File: src/rtl/crc32_pipe.sv
// Pipelined non-reflected CRC-32 over a fixed-length string, BYTES_PER_STAGE bytes per stage,
// with a sideband tag and a single global valid/ready stall.
module crc32_pipe #(
    parameter int          BYTES_CNT       = 15,
    parameter int          BYTES_PER_STAGE = 3,
    parameter logic [31:0] POLY            = 32'h04C11DB7,
    parameter logic [31:0] INIT            = 32'hFFFFFFFF,
    parameter logic [31:0] XOR_OUT         = 32'h00000000,
    parameter int          HASH_W          = 16,
    parameter int          TAG_W           = 8
) (
    input  logic                       clk_i,
    input  logic                       rst_i,
    input  logic [BYTES_CNT-1:0][7:0]  string_i,
    input  logic [TAG_W-1:0]           tag_i,
    input  logic                       valid_i,
    output logic                       ready_o,
    output logic [31:0]                crc_o,
    output logic [HASH_W-1:0]          hash_o,
    output logic [TAG_W-1:0]           tag_o,
    output logic                       valid_o,
    input  logic                       ready_i
);

    localparam int BPS    = (BYTES_PER_STAGE < 1) ? 1 : BYTES_PER_STAGE;
    localparam int STAGES = BYTES_CNT / BPS;

    if (BYTES_PER_STAGE < 1 || (BYTES_CNT % BPS) != 0 || STAGES < 1) begin : g_bad_split
        $error("crc32_pipe: BYTES_CNT must be a positive multiple of BYTES_PER_STAGE >= 1");
    end
    if (HASH_W < 1 || HASH_W > 32) begin : g_bad_hash
        $error("crc32_pipe: HASH_W must be within 1..32");
    end

    logic en;

    function automatic logic [31:0] fold_byte(input logic [31:0] crc_in, input logic [7:0] data);
        logic [31:0] c;
        logic [7:0]  d;
        c = crc_in;
        d = data;
        for (int unsigned b = 0; b < 8; b++) begin
            if (c[31] ^ d[7]) c = {c[30:0], 1'b0} ^ POLY;
            else              c = {c[30:0], 1'b0};
            d = {d[6:0], 1'b0};
        end
        return c;
    endfunction

    always_comb begin
        en      = !valid_o || ready_i;
        ready_o = en;
    end

    for (genvar k = 0; k < STAGES; k++) begin : g_stage
        localparam int IN_B  = BYTES_CNT - k * BPS;
        localparam int REM_B = IN_B - BPS;
        // XOR_OUT is folded into the last register so reset leaves crc_o at zero for any mask
        localparam logic [31:0] OUT_MASK = (k == STAGES - 1) ? XOR_OUT : 32'h0000_0000;

        logic [IN_B-1:0][7:0] bytes_in;
        logic [31:0]          crc_in;
        logic [31:0]          crc_nxt;
        logic [TAG_W-1:0]     tag_in;
        logic                 valid_in;
        logic [31:0]          crc_q;
        logic [TAG_W-1:0]     tag_q;
        logic                 valid_q;

        if (k == 0) begin : g_src
            always_comb begin
                bytes_in = string_i;
                crc_in   = INIT;
                tag_in   = tag_i;
                valid_in = valid_i;
            end
        end else begin : g_src
            always_comb begin
                bytes_in = g_stage[k-1].g_rem.bytes_q;
                crc_in   = g_stage[k-1].crc_q;
                tag_in   = g_stage[k-1].tag_q;
                valid_in = g_stage[k-1].valid_q;
            end
        end

        always_comb begin
            logic [IN_B-1:0][7:0] sh;
            sh      = bytes_in;
            crc_nxt = crc_in;
            for (int unsigned i = 0; i < BPS; i++) begin
                crc_nxt = fold_byte(crc_nxt, sh[0]);
                sh      = sh >> 8;
            end
            crc_nxt = crc_nxt ^ OUT_MASK;
        end

        always_ff @(posedge clk_i) begin
            if (rst_i) begin
                crc_q   <= '0;
                tag_q   <= '0;
                valid_q <= 1'b0;
            end else if (en) begin
                crc_q   <= crc_nxt;
                tag_q   <= tag_in;
                valid_q <= valid_in;
            end
        end

        if (REM_B > 0) begin : g_rem
            logic [REM_B-1:0][7:0] bytes_q;
            always_ff @(posedge clk_i) begin
                if (rst_i)   bytes_q <= '0;
                else if (en) bytes_q <= bytes_in[IN_B-1:BPS];
            end
        end
    end

    always_comb begin
        crc_o   = g_stage[STAGES-1].crc_q;
        hash_o  = g_stage[STAGES-1].crc_q[HASH_W-1:0];
        tag_o   = g_stage[STAGES-1].tag_q;
        valid_o = g_stage[STAGES-1].valid_q;
    end

endmodule

File: config.mk
export PLATFORM = sky130hd
export DESIGN_NAME = crc32_pipe
export DESIGN_NICKNAME = d
export VERILOG_FILES = /design/src/rtl/crc32_pipe.sv
export SDC_FILE = /design/constraint.sdc
export NUM_CORES = 1
export LEC_CHECK = 0
export CORE_MARGIN = 2
export CORE_UTILIZATION = 35
export CTS_CLUSTER_SIZE = 20
export DETAILED_ROUTE_END_ITERATION = 8
export PLACE_DENSITY = 0.61
export SLEW_MARGIN = 20
export SYNTH_ARGS = -nofsm -noshare
export SYNTH_HDL_FRONTEND = slang
export SYNTH_SLANG_ARGS = --single-unit
File: constraint.sdc
create_clock -name clk_i -period 7.6 [get_ports clk_i]
set_input_delay 1.52 -clock clk_i [delete_from_list [all_inputs] [get_ports clk_i]]
set_output_delay 1.52 -clock clk_i [all_outputs]
set_load 0.01 [all_outputs]
Word-level counts from Yosys, hierarchy flattened:

Index checks and enable logic that the tools add are counted.

* word-level logic and storage cells: 405
* flip-flop bits (word level): 445
* output and inout bits: 58
* bits of input ports: 132

* bitwise logic cells: 238
* multiplexer cells: 120
* reduce and logical (&&, ||, !) cells: 2

Operators by type and width (count)
* 2-to-1 mux 27 bit: 120
* NOT 14 bit: 119
* bitwise XOR 1 bit: 114
* bitwise XOR 1 bit, first input constant: 5
* logical NOT 1 bit: 1
* logical OR 1 bit: 1

Depth between registers and ports, before layout:

* depth after elaboration: 48
* depth in mapped cells: 10
* mapped depth without buffers: 9

Worst setup path before layout:

Ideal clock, no wire load.

* path kind: input to output
* start point: input ready_i
* end point: output ready_o
* data required time: 6.080 ns
* buffers on the path: 4
* arrival: 2.612 ns
* cell stages on the path: 6
* slack: 3.468 ns
* cell sequence: nor2b_1 clkbuf_1 inv_1 clkbuf_1 clkbuf_1 clkbuf_1

* word-level cells in the longest chain between the ends: 1

Ends and longest elaborated chain
* from (decl): RTL line 22 `input logic ready_i`
* logical OR 1 bit: RTL line 51 `en = !valid_o || ready_i;`
* to (decl): RTL line 17 `output logic ready_o,`

Every way passes these cells.

Final worst setup path:

Ends and elaborated chain as after synthesis.

==> results_dict.tcl <==
set metrics [dict create \
    ys_ff_latch 445 \
    critPathMaxStageDelay_ns 0.72 \
    r2r-start "g_stage[2].g_rem.bytes_q[4]$_SDFFE_PP0P_" \
    crit_required_ns 6.08 \
    clock-skew-final_ns 0.0240 \
    drv_slew 0 \
    clk_pin_slew_worst_paths_ns 0.06 \
    maxSlewHeadroom_pct 31.5 \
    clk_latency_ns 0.60 \
    clockBufferDepth 3 \
    start_kind "input port" \
    grt_usage_pct 16.4 \
    crit_slowest_cell "nor2b_4" \
    avgViaCountPerCell 4.56 \
    drive_gt1_share_pct 5.74 \
    mostFrequentLayoutCells "674 x xnor2_1, 634 x nand2_1, 445 x dfxtp_1" \
    crit_buf_inv 3 \
    die_area_mm2 0.0748 \
    fin_setup_tns_ns 0 \
    core_area_mm2 0.0717 \
    crit_path_cell_trace "clkdlybuf4s50_1 > nor2b_4 > inv_8 > clkdlybuf4s50_1" \
    gp_congestion 0.871 \
    placementRows 98 \
    path_depth 4 \
    n_antenna_cell 0 \
    cts_resized 0 \
    grt_first_pass_wirelength_um 98100 \
    numCtsBuffers 50 \
    ff2ff_path_depth 9 \
    die_y_um 274 \
    period_needed_ns 5.32 \
    grt_antenna_before_repair 0 \
    nNetsFinal 3051 \
    firstDrtPassIters 5 \
    crit_arrival_ns 3.80 \
    max_freq_ghz 0.188 \
    ys_seq_area_share_pct 35.0 \
    status "completed" \
    worstSetupEndpointType "output pin" \
    async_flop_share_pct 0 \
    start_util_pct 35.4 \
    numClockSinks 445 \
    vias 17852 \
    routed_wirelength_um 62800 \
    grt_max_degree 196 \
    fp.dieW_um 274 \
    cap_violations 0 \
    synth_area_mm2 0.0254 \
    cts-root-buf "clkbuf_16" \
    synthCells 2841 \
    yosysUniqueCellTypes 23 \
    htreeDepth 2 \
    crit_end "ready_o" \
    finalSetupViolations 0 \
    hold_violations 0 \
    layout_commonest_cell "xnor2_1" \
    area_growth_pct 16.8 \
    crit_fanout 162 \
    cts_tree "built" \
    dp_hpwl_um 45400 \
    syn_area_per_cell_um2 8.95 \
    ant_nets 0 \
    rrSetupSlack_ns 3.72 \
    fin_crit_sh_pct 70.0 \
    hold_buffers 0 \
    synth_top_flop_cell "dfxtp_1" \
    rsz0062_at_grt "false" \
    hold_path.class "reg2reg" \
    crit_top_cell "clkdlybuf4s50_1" \
    path_class "in2out" \
    r2r_end "g_stage[3].crc_q[12]$_SDFFE_PP0P_" \
    synth_enable_flop_cells 0 \
    drc 0 \
    startpoint "ready_i" \
    drt_iter0_drc 1037 \
    cts_setup_buffers 0 \
    portBuffers 189 \
    tightest_slew_ns 1.02 \
    syn_nets 2973 \
    post_drt_wl_per_cell_um 16.0 \
    critical-path-top-delay-family "buffers and inverters" \
    grt_pass1_vias 17385 \
    pin_count 190 \
    ys_warn_count 0 \
    grt-ovfl-total 0 \
]
state kept, by name (all words and copies together), names as in the netlist:
name / count
g_stage.g_rem.bytes_q: 240
g_stage.crc_q: 128
crc_o: 32
g_stage.tag_q: 32
tag_o: 8
g_stage.valid_q: 4
valid_o: 1
cell families (layout without fill, tap and decap cells):
group,count (synthesis),after routing,synth area share (%)
xor+xnor,994,994,40.7
buf+inv,176,296,2.87
simple gates,797,797,11.8
compound gates,429,429,9.53
flops,445,445,35.0
layer usage:
layer / vias up / share of wire (%) / wire, µm / global-route usage, %
li1: 9258 / - / - / -
met1: 8287 / 47 / 29300 / 22.1
met2: 242 / 48 / 30400 / 28.0
met3: 65 / 3.2 / 2020 / 2.22
met4: 0 / 1.8 / 1110 / 3.47
met5: - / 0 / 0 / 0
tightest hold or removal path: stages (launching register included):
cell and delay [ns]:
dfxtp_1 0.31, nand2_1 0.05, a21oi_1 0.05
area by class of cell:
class                           instances  area, µm²
Timing Repair Buffer                  200       2020
Multi-Input combinational cell       2220      15800
Inverter                                2       15.0
Fill cell                            7287      42000
Sequential cell                       445       8910
Clock buffer                           67       1430
Tap cell                              950       1190
Clock inverter                         27        359
synthesized netlist by cell type (7+ instances only):
cell      number  area [µm²]
a211oi_1     109         818
a21oi_1      319        1600
buf_1          8        30.0
buf_2          8        40.0
buf_4         16         120
clkbuf_1     142         533
dfxtp_1      445        8910
nand2_1      634        2380
nor2_1       147         552
nor3_1        15        75.1
xnor2_1      674        5900
xnor2_2       36         586
xnor2_4       11         303
xnor3_1       52        1170
xor2_1       189        1660
xor2_2         7         114
xor3_1        11         262
stage by stage:
| step | setup WS, ns | area, µm² | utilization [%] | hold WS (ns) | instances |
|---|---|---|---|---|---|
| after floorplan | 3.47 | 25400 | - | 0.432 | 2841 |
| after global placement | 2.18 | 27900 | 38.9 | 0.438 | 3817 |
| after detailed placement | 2.19 | 27900 | 38.9 | 0.443 | 3817 |
| after CTS | 2.19 | 29700 | 41.4 | 0.451 | 3911 |
| after global routing | 2.02 | 29700 | 41.4 | 0.462 | 3911 |
| final | 2.28 | 29700 | 41.4 | 0.446 | 3911 |
worst min path at each step:
stage / from / endpoint / slack (ns) / cells past startpoint
global placement: tag_o[0]$_SDFFE_PP0P_ / tag_o[0]$_SDFFE_PP0P_ / 0.44 / 2
floorplan: g_stage[0].g_rem.bytes_q[24]$_SDFFE_PP0P_ / g_stage[0].g_rem.bytes_q[24]$_SDFFE_PP0P_ / 0.43 / 2
global route: g_stage[0].g_rem.bytes_q[46]$_SDFFE_PP0P_ / g_stage[0].g_rem.bytes_q[46]$_SDFFE_PP0P_ / 0.46 / 2
finish: tag_o[0]$_SDFFE_PP0P_ / tag_o[0]$_SDFFE_PP0P_ / 0.45 / 2
CTS: tag_o[0]$_SDFFE_PP0P_ / tag_o[0]$_SDFFE_PP0P_ / 0.45 / 2
detailed placement: g_stage[1].g_rem.bytes_q[31]$_SDFFE_PP0P_ / g_stage[1].g_rem.bytes_q[31]$_SDFFE_PP0P_ / 0.44 / 2
Power is not shown: default switching activity piles up to over one toggle a cycle in this logic, so the estimate is an artifact.
